--- config.mk ---
export PLATFORM = sky130hd
export DESIGN_NAME = hazard_ctrl
export DESIGN_NICKNAME = d
export VERILOG_FILES = /design/src/rtl/hazard_ctrl_pkg.sv /design/src/rtl/hazard_ctrl_fwd_sel_calc.sv /design/src/rtl/hazard_ctrl.sv
export SDC_FILE = /design/constraint.sdc
export NUM_CORES = 1
export LEC_CHECK = 0
export CAP_MARGIN = 20
export CORE_MARGIN = 1
export CORE_UTILIZATION = 36
export DETAILED_ROUTE_END_ITERATION = 7
export GPL_TIMING_DRIVEN = 0
export PLACE_DENSITY_LB_ADDON = 0.3
export SYNTH_ARGS = -nofsm -noshare
export SYNTH_HDL_FRONTEND = slang
export SYNTH_SLANG_ARGS = --single-unit
--- constraint.sdc ---
create_clock -name clk -period 4.3 [get_ports clk]
set_clock_uncertainty 0.15 [all_clocks]
set_input_delay 0.86 -clock clk [delete_from_list [all_inputs] [get_ports clk]]
set_output_delay 0.86 -clock clk [all_outputs]
set_load 0.02 [all_outputs]
--- src/rtl/hazard_ctrl_pkg.sv ---
// rtl/hazard_ctrl_pkg.sv - shared constants and state encoding for the EX-stage hazard controller
//
// Purpose : forwarding-select encoding (shared with the datapath forwarding_mux),
//           controller state encoding and the default register address width.
// Ports   : none (package).
package hazard_ctrl_pkg;

  localparam int REG_ADDR_W = 5;

  // Operand source selects for the EX-stage forwarding mux; 2'b11 is never driven.
  localparam logic [1:0] FWD_REGFILE = 2'b00;
  localparam logic [1:0] FWD_MEM     = 2'b01;
  localparam logic [1:0] FWD_WB      = 2'b10;

  typedef logic [1:0] state_t;

  localparam state_t ST_RUN        = 2'd0;
  localparam state_t ST_LOAD_STALL = 2'd1;
  localparam state_t ST_FLUSH      = 2'd2;

endpackage

--- src/rtl/hazard_ctrl_fwd_sel_calc.sv ---
// rtl/hazard_ctrl_fwd_sel_calc.sv - combinational forwarding select for one ID-stage source operand
//
// Purpose : picks where the operand of the instruction in ID should come from once
//           it reaches EX. The producer currently in EX will be in MEM by then (01),
//           the producer currently in MEM will be in WB (10).
// Ports   : rs_addr                     - source register of the ID instruction
//           ex_rd_addr / ex_reg_write   - destination of the instruction in EX
//           mem_rd_addr / mem_reg_write - destination of the instruction in MEM
//           fwd_sel                     - resulting select (FWD_* encoding)
module fwd_sel_calc #(
  parameter int REG_ADDR_W = hazard_ctrl_pkg::REG_ADDR_W
) (
  input  logic [REG_ADDR_W-1:0] rs_addr,
  input  logic [REG_ADDR_W-1:0] ex_rd_addr,
  input  logic                  ex_reg_write,
  input  logic [REG_ADDR_W-1:0] mem_rd_addr,
  input  logic                  mem_reg_write,
  output logic [1:0]            fwd_sel
);
  import hazard_ctrl_pkg::*;

  // The younger producer (EX) wins; x0 is hard-wired zero and never forwarded.
  always_comb begin
    fwd_sel = FWD_REGFILE;
    if (ex_reg_write && (ex_rd_addr != '0) && (ex_rd_addr == rs_addr)) begin
      fwd_sel = FWD_MEM;
    end else if (mem_reg_write && (mem_rd_addr != '0) && (mem_rd_addr == rs_addr)) begin
      fwd_sel = FWD_WB;
    end
  end

endmodule

--- src/rtl/hazard_ctrl.sv ---
// rtl/hazard_ctrl.sv - execute-stage hazard, forwarding and flush sequencing controller
//
// Purpose : registers forwarding selects for the instruction entering EX, inserts a
//           single bubble on a load-use hazard, sequences branch flushes and freezes
//           the front end on an external data-memory stall.
// Ports   : clk, rst (sync, active high)
//           id_*              - source operands of the instruction in ID
//           ex_*, mem_*       - destinations of the instructions in EX and MEM
//           branch_taken_in   - registered branch-taken from EX
//           ext_stall_in      - data memory not ready
//           forward_a/b_out   - registered operand selects (valid while the instruction is in EX)
//           pc_stall_out, ifid_stall_out, idex_bubble_out            - combinational stall controls
//           ifid_flush_out, idex_flush_out, exmem_flush_out          - combinational flush controls
//           stall_cycles_out, flush_events_out - saturating perf counters, present only
//                                                when HAZARD_PERF_CNT_EN is defined
module hazard_ctrl #(
  parameter int FLUSH_CYCLES = 1,
  parameter int REG_ADDR_W   = hazard_ctrl_pkg::REG_ADDR_W
) (
  input  logic                  clk,
  input  logic                  rst,
  input  logic [REG_ADDR_W-1:0] id_rs1_addr,
  input  logic [REG_ADDR_W-1:0] id_rs2_addr,
  input  logic                  id_uses_rs1,
  input  logic                  id_uses_rs2,
  input  logic [REG_ADDR_W-1:0] ex_rd_addr,
  input  logic                  ex_reg_write,
  input  logic                  ex_mem_read,
  input  logic [REG_ADDR_W-1:0] mem_rd_addr,
  input  logic                  mem_reg_write,
  input  logic                  branch_taken_in,
  input  logic                  ext_stall_in,
  output logic [1:0]            forward_a_out,
  output logic [1:0]            forward_b_out,
  output logic                  pc_stall_out,
  output logic                  ifid_stall_out,
  output logic                  idex_bubble_out,
  output logic                  ifid_flush_out,
  output logic                  idex_flush_out,
  output logic                  exmem_flush_out
`ifdef HAZARD_PERF_CNT_EN
  ,
  output logic [31:0]           stall_cycles_out,
  output logic [31:0]           flush_events_out
`endif
);
  import hazard_ctrl_pkg::*;

  // Counter holds at most FLUSH_CYCLES-1.
  localparam int CNT_W = (FLUSH_CYCLES > 1) ? $clog2(FLUSH_CYCLES) : 1;

  state_t           state_q;
  logic [CNT_W-1:0] flush_cnt_q;
  logic [1:0]       fwd_a_calc;
  logic [1:0]       fwd_b_calc;
  logic             load_use;
  logic             flush_start;

  fwd_sel_calc #(.REG_ADDR_W(REG_ADDR_W)) u_fwd_a (
    .rs_addr       (id_rs1_addr),
    .ex_rd_addr    (ex_rd_addr),
    .ex_reg_write  (ex_reg_write),
    .mem_rd_addr   (mem_rd_addr),
    .mem_reg_write (mem_reg_write),
    .fwd_sel       (fwd_a_calc)
  );

  fwd_sel_calc #(.REG_ADDR_W(REG_ADDR_W)) u_fwd_b (
    .rs_addr       (id_rs2_addr),
    .ex_rd_addr    (ex_rd_addr),
    .ex_reg_write  (ex_reg_write),
    .mem_rd_addr   (mem_rd_addr),
    .mem_reg_write (mem_reg_write),
    .fwd_sel       (fwd_b_calc)
  );

  always_comb begin
    load_use = ex_mem_read && (ex_rd_addr != '0) &&
               ((id_uses_rs1 && (ex_rd_addr == id_rs1_addr)) ||
                (id_uses_rs2 && (ex_rd_addr == id_rs2_addr)));
  end

  // Stall/flush controls. Reset outranks everything, so outputs are quiet while rst is high.
  // In LOAD_STALL the bubble has already been issued, so load-use is not re-evaluated there.
  always_comb begin
    pc_stall_out    = 1'b0;
    ifid_stall_out  = 1'b0;
    idex_bubble_out = 1'b0;
    ifid_flush_out  = 1'b0;
    idex_flush_out  = 1'b0;
    exmem_flush_out = 1'b0;
    flush_start     = 1'b0;
    if (!rst) begin
      if (state_q == ST_FLUSH) begin
        ifid_flush_out  = 1'b1;
        idex_flush_out  = 1'b1;
        exmem_flush_out = 1'b1;
      end else if (branch_taken_in) begin
        ifid_flush_out  = 1'b1;
        idex_flush_out  = 1'b1;
        exmem_flush_out = 1'b1;
        flush_start     = 1'b1;
      end else if (ext_stall_in) begin
        pc_stall_out    = 1'b1;
        ifid_stall_out  = 1'b1;
      end else if ((state_q == ST_RUN) && load_use) begin
        pc_stall_out    = 1'b1;
        ifid_stall_out  = 1'b1;
        idex_bubble_out = 1'b1;
      end
    end
  end

  always_ff @(posedge clk) begin
    if (rst) begin
      state_q       <= ST_RUN;
      flush_cnt_q   <= '0;
      forward_a_out <= FWD_REGFILE;
      forward_b_out <= FWD_REGFILE;
    end else if (state_q == ST_FLUSH) begin
      // Flushed slots carry no operands.
      forward_a_out <= FWD_REGFILE;
      forward_b_out <= FWD_REGFILE;
      if (!ext_stall_in) begin
        if (flush_cnt_q <= CNT_W'(1)) begin
          flush_cnt_q <= '0;
          state_q     <= ST_RUN;
        end else begin
          flush_cnt_q <= flush_cnt_q - CNT_W'(1);
        end
      end
    end else if (branch_taken_in) begin
      forward_a_out <= FWD_REGFILE;
      forward_b_out <= FWD_REGFILE;
      flush_cnt_q   <= CNT_W'(FLUSH_CYCLES - 1);
      state_q       <= (FLUSH_CYCLES > 1) ? ST_FLUSH : ST_RUN;
    end else if (ext_stall_in) begin
      // Frozen: forward selects, state and counter all hold.
    end else if ((state_q == ST_RUN) && load_use) begin
      forward_a_out <= FWD_REGFILE;
      forward_b_out <= FWD_REGFILE;
      state_q       <= ST_LOAD_STALL;
    end else begin
      // In LOAD_STALL the load has moved to MEM, so the consumer now resolves to WB.
      forward_a_out <= fwd_a_calc;
      forward_b_out <= fwd_b_calc;
      state_q       <= ST_RUN;
    end
  end

`ifdef HAZARD_PERF_CNT_EN
  always_ff @(posedge clk) begin
    if (rst) begin
      stall_cycles_out <= '0;
      flush_events_out <= '0;
    end else begin
      if (pc_stall_out && (stall_cycles_out != 32'hFFFF_FFFF)) begin
        stall_cycles_out <= stall_cycles_out + 32'd1;
      end
      if (flush_start && (flush_events_out != 32'hFFFF_FFFF)) begin
        flush_events_out <= flush_events_out + 32'd1;
      end
    end
  end
`endif

endmodule

==> flow_results.org, run 1 <==
** Worst setup path
- At the worst endpoint, the arrival time is between 3000 and 4000 ps.
- CP Launch Type :: primary input
- STA puts the critical path data required time at between 3000 and 4000 ps.
- Maximum net fanout on the critical path :: 7
- Crit. End Element :: output pin
- Worst Path Class, Setup :: primary input to output pin

** STA
- Of the available clock period, the critical path in the final layout requires 0.9487.
- RSZ-0062 raised after global routing :: false
- Number of max-slew violations in the final report :: 0
- The count of final hold-check violations is 0.
- Setup violations remaining at the end of the flow were counted as 0.
- Measured against its own limit, the worst slew margin works out to 0.7306.
- Static timing analysis puts the maximum clock frequency at between 0.2 and 0.25 GHz.
- For the pin with the worst max-slew slack, the measured transition is between 400 and 500 ps.
- Final critical delay including setup and external delays :: approximately 4100 ps
- Final sum of negative setup slack :: 0 ps

** Cells and area
- Area growth syn-to-layout :: 75.80%
- After the last flow step, the layout net total stands at between 100 and 150.
- Cell Count, Final, Fillers Out :: 121
- Proportion of layout cells with a drive suffix above 1 :: 0.1321
- Number of antenna cells inserted :: 0

** Floorplanning
- The floorplan has 13 rows.
- The floorplan step defined a die boundary enclosing around 0.0017 mm².
- The initial utilization of the core area, before any placement, comes to 0.4059.
- The die is between 40 and 50 µm wide.
- The floorplan step defined a core boundary enclosing 0.001350 mm².
- During I/O placement, the number of pins put on the boundary was 39.
- Vertical extent of the die :: 41.02 µm

** Place
- Detailed placement HPWL :: between 1000 and 1500 µm
- In this run, placement finished with an instance count of between 100 and 150.
- Port buffering added 37 buffers.
- At the end of routability-driven placement, the weighted congestion stood at approximately 0.78.

** Clocking
- Counting the buffers created by CTS gives 3.
- Once the clock tree was built, the setup fixing pass inserted 0 buffers.
- Number of resized instances in the post-cts repair step :: 0
- The tree built by TritonCTS fans out to 5 sinks.
- Clock tree from TritonCTS :: yes
- Latest clock arrival within the worst-skew pair :: about 250 ps
- Cell at the root of the clock tree :: sky130_fd_sc_hd__clkbuf_4
- Buffers inserted to repair hold after CTS numbered 0.
- Maximum level of the CTS H-tree :: 1
- After clock tree synthesis, the clock-pin slew on the worst setup and hold paths is about 50 ps.
- The clock passes through at most 2 buffers.

** Yosys
- Portion of the post-synthesis area used by sequential elements :: 0.1826
- Synthesis inferred 5 register bits.
- Number of distinct standard cells referenced by the synthesized netlist :: 25
- Post-Syn Area :: around 550 µm²
- For this run, the number of Yosys warnings is 0.
- Syn Area/Cell :: 8.431 µm²
- Post-synthesis net count :: 94
- Synthesis handed over a netlist of 65 instances.

** Hold path
- The path class of the tightest hold or removal check is flop to flop.

** Routing
- In the final routed layout, each cell accounts on average for ~14 µm.
- Drt via density :: around 5.2
- In this run the remaining antenna-violating nets after routing total 0.
- Number of DRC markers in iteration 0 :: 19
- DRC violation count after routing :: 0
- Vias after detailed routing :: between 600 and 700
- DRT Pass-1 Iters :: 4
- Total wirelength of the detailed-routed design :: between 1500 and 2000 µm

** Pwr
- In this run the static leakage power is 0.3577 nW.
- Power spread over the standard cell area amounts to between 150 and 200 mW/mm².
- Largest vdd supply drop :: approximately 130 µV

** Global route
- In the global route stage, overall resource usage came out at 0.2343.
- Number of antenna violations at the first check in global routing :: 0
- Number of global-route vias before repair :: about 570
- Entering global routing, the biggest net connects 10 pins.
- The first global-routing pass estimated 2463 µm of wire.
- Final global-route overflow total :: 0

** Outcome
- The run finished with clean final reports.

** Run
- Number of max-cap violations :: 0
[path summary, 6_finish.rpt]
kind	start	to	slack, ps	cells after the start
max reg2reg	state_q[0]	forward_a_out[1]	2830	3
max	ex_rd_addr[2]	pc_stall_out	220	8
min	forward_b_out[1]	forward_b_out[1]	320	2
min reg2reg	forward_b_out[1]	forward_b_out[1]	320	2
[power by group]
group / total [mW] / internal, mW / switching [mW]
Clock: 0.0576 / 0.0353 / 0.0223
Combinational: 0.0713 / 0.0418 / 0.0295
Sequential: 0.0471 / 0.0469 / 0.000204
[through the flow]
stage	total power, mW	utilization	hold slack (ps)	cell area [µm²]	setup WS (ps)
after floorplan	0.07704	-	391.7	548.0	1256
after global placement	0.1168	0.6942	308.4	937.1	303.6
after detailed placement	0.1185	0.6942	315.0	937.1	242.0
after CTS	0.1759	0.7136	321.1	963.4	215.8
after global routing	0.1834	0.7136	347.5	963.4	137.1
final	0.1759	0.7136	318.4	963.4	220.6
[logic make-up after synthesis]
logic type | synth area share
XOR/XNOR | 0.3196
buffers and inverters | 0.04794
flip-flops | 0.1827
AND/OR/NAND/NOR | 0.3128
AO/OA/AOI/OAI | 0.1370
[layer usage]
layer / track usage / vias to the layer above / part of all wire
met4: 0.1000 / 0 / 0.0076
met5: 0 / - / 0
met3: 0.03261 / 2 / 0.035
met2: 0.4258 / 16 / 0.54
li1: - / 321 / -
met1: 0.2662 / 294 / 0.42
[registers in the layout, summed over array words and instances, names as in the netlist]
| register | count |
|---|---|
| forward_a_out | 2 |
| forward_b_out | 2 |
| state_q | 1 |
[cells in the final DEF, fill, tap and decap left out]
cell type	instances
sky130_fd_sc_hd__clkdlybuf4s50_1	37
sky130_fd_sc_hd__xor2_1	10
sky130_fd_sc_hd__xnor2_1	10
sky130_fd_sc_hd__nand3_1	10
sky130_fd_sc_hd__nor3_1	5
sky130_fd_sc_hd__dfxtp_1	5
sky130_fd_sc_hd__buf_4	3
sky130_fd_sc_hd__clkbuf_4	3
sky130_fd_sc_hd__and3_2	2
sky130_fd_sc_hd__o41ai_1	2
sky130_fd_sc_hd__o31ai_1	2
sky130_fd_sc_hd__nor2b_1	1
sky130_fd_sc_hd__nor2_2	1
sky130_fd_sc_hd__nor3_2	1
sky130_fd_sc_hd__nand2_2	1
sky130_fd_sc_hd__and4b_1	1
sky130_fd_sc_hd__and4b_2	1
sky130_fd_sc_hd__a22o_4	1
sky130_fd_sc_hd__buf_1	1
sky130_fd_sc_hd__and2_2	1
sky130_fd_sc_hd__nor2_1	1
sky130_fd_sc_hd__o21a_1	1
sky130_fd_sc_hd__or4_1	1
sky130_fd_sc_hd__o211ai_1	1
sky130_fd_sc_hd__or3_1	1
sky130_fd_sc_hd__nand2b_1	1
sky130_fd_sc_hd__o211a_1	1
sky130_fd_sc_hd__clkbuf_1	1
[cells in the mapped netlist, drive strengths merged]
cell type / number / area, µm²
o31ai: 2 / 15.01
and2: 1 / 7.510
xnor2: 10 / 87.58
nor3: 6 / 35.03
or3: 1 / 6.260
o211a: 1 / 10.01
nand3: 10 / 50.05
o41ai: 2 / 17.52
nor2b: 1 / 6.260
and4b: 2 / 21.27
dfxtp: 5 / 100.1
or4: 1 / 7.510
and3: 2 / 15.01
nor2: 2 / 10.01
xor2: 10 / 87.58
nand2: 1 / 6.260
buf: 4 / 26.27
o21a: 1 / 7.510
o211ai: 1 / 7.510
a22o: 1 / 17.52
nand2b: 1 / 6.260
[final cells by class]
class / instances / area (µm²)
well taps: 15 / 18.77
plain buffers: 4 / 26.28
clock buffers: 4 / 26.28
repair buffers: 37 / 370.4
fillers: 123 / 386.6
flip-flops and latches: 5 / 100.1
multi-input cells: 56 / 421.7
[critical path: stages]
cell and delay [ps]:
sky130_fd_sc_hd__clkdlybuf4s50_1 560, sky130_fd_sc_hd__xnor2_1 150, sky130_fd_sc_hd__nand3_1 120, sky130_fd_sc_hd__nor3_1 310, sky130_fd_sc_hd__a22o_4 240, sky130_fd_sc_hd__o21a_1 140
sky130_fd_sc_hd__buf_4 100, sky130_fd_sc_hd__clkdlybuf4s50_1 590
Power figures use the tool's default switching activity.
==> run 2, diff against run 1 <==
--- a/config.mk
+++ b/config.mk
@@ -5,7 +5,6 @@
 export SDC_FILE = /design/constraint.sdc
 export NUM_CORES = 1
 export LEC_CHECK = 0
-export CAP_MARGIN = 20
 export CORE_MARGIN = 1
 export CORE_UTILIZATION = 36
 export DETAILED_ROUTE_END_ITERATION = 7
==> results of run 2 <==
Same layout as run 1: the final DEF is identical, and so are final timing and power.
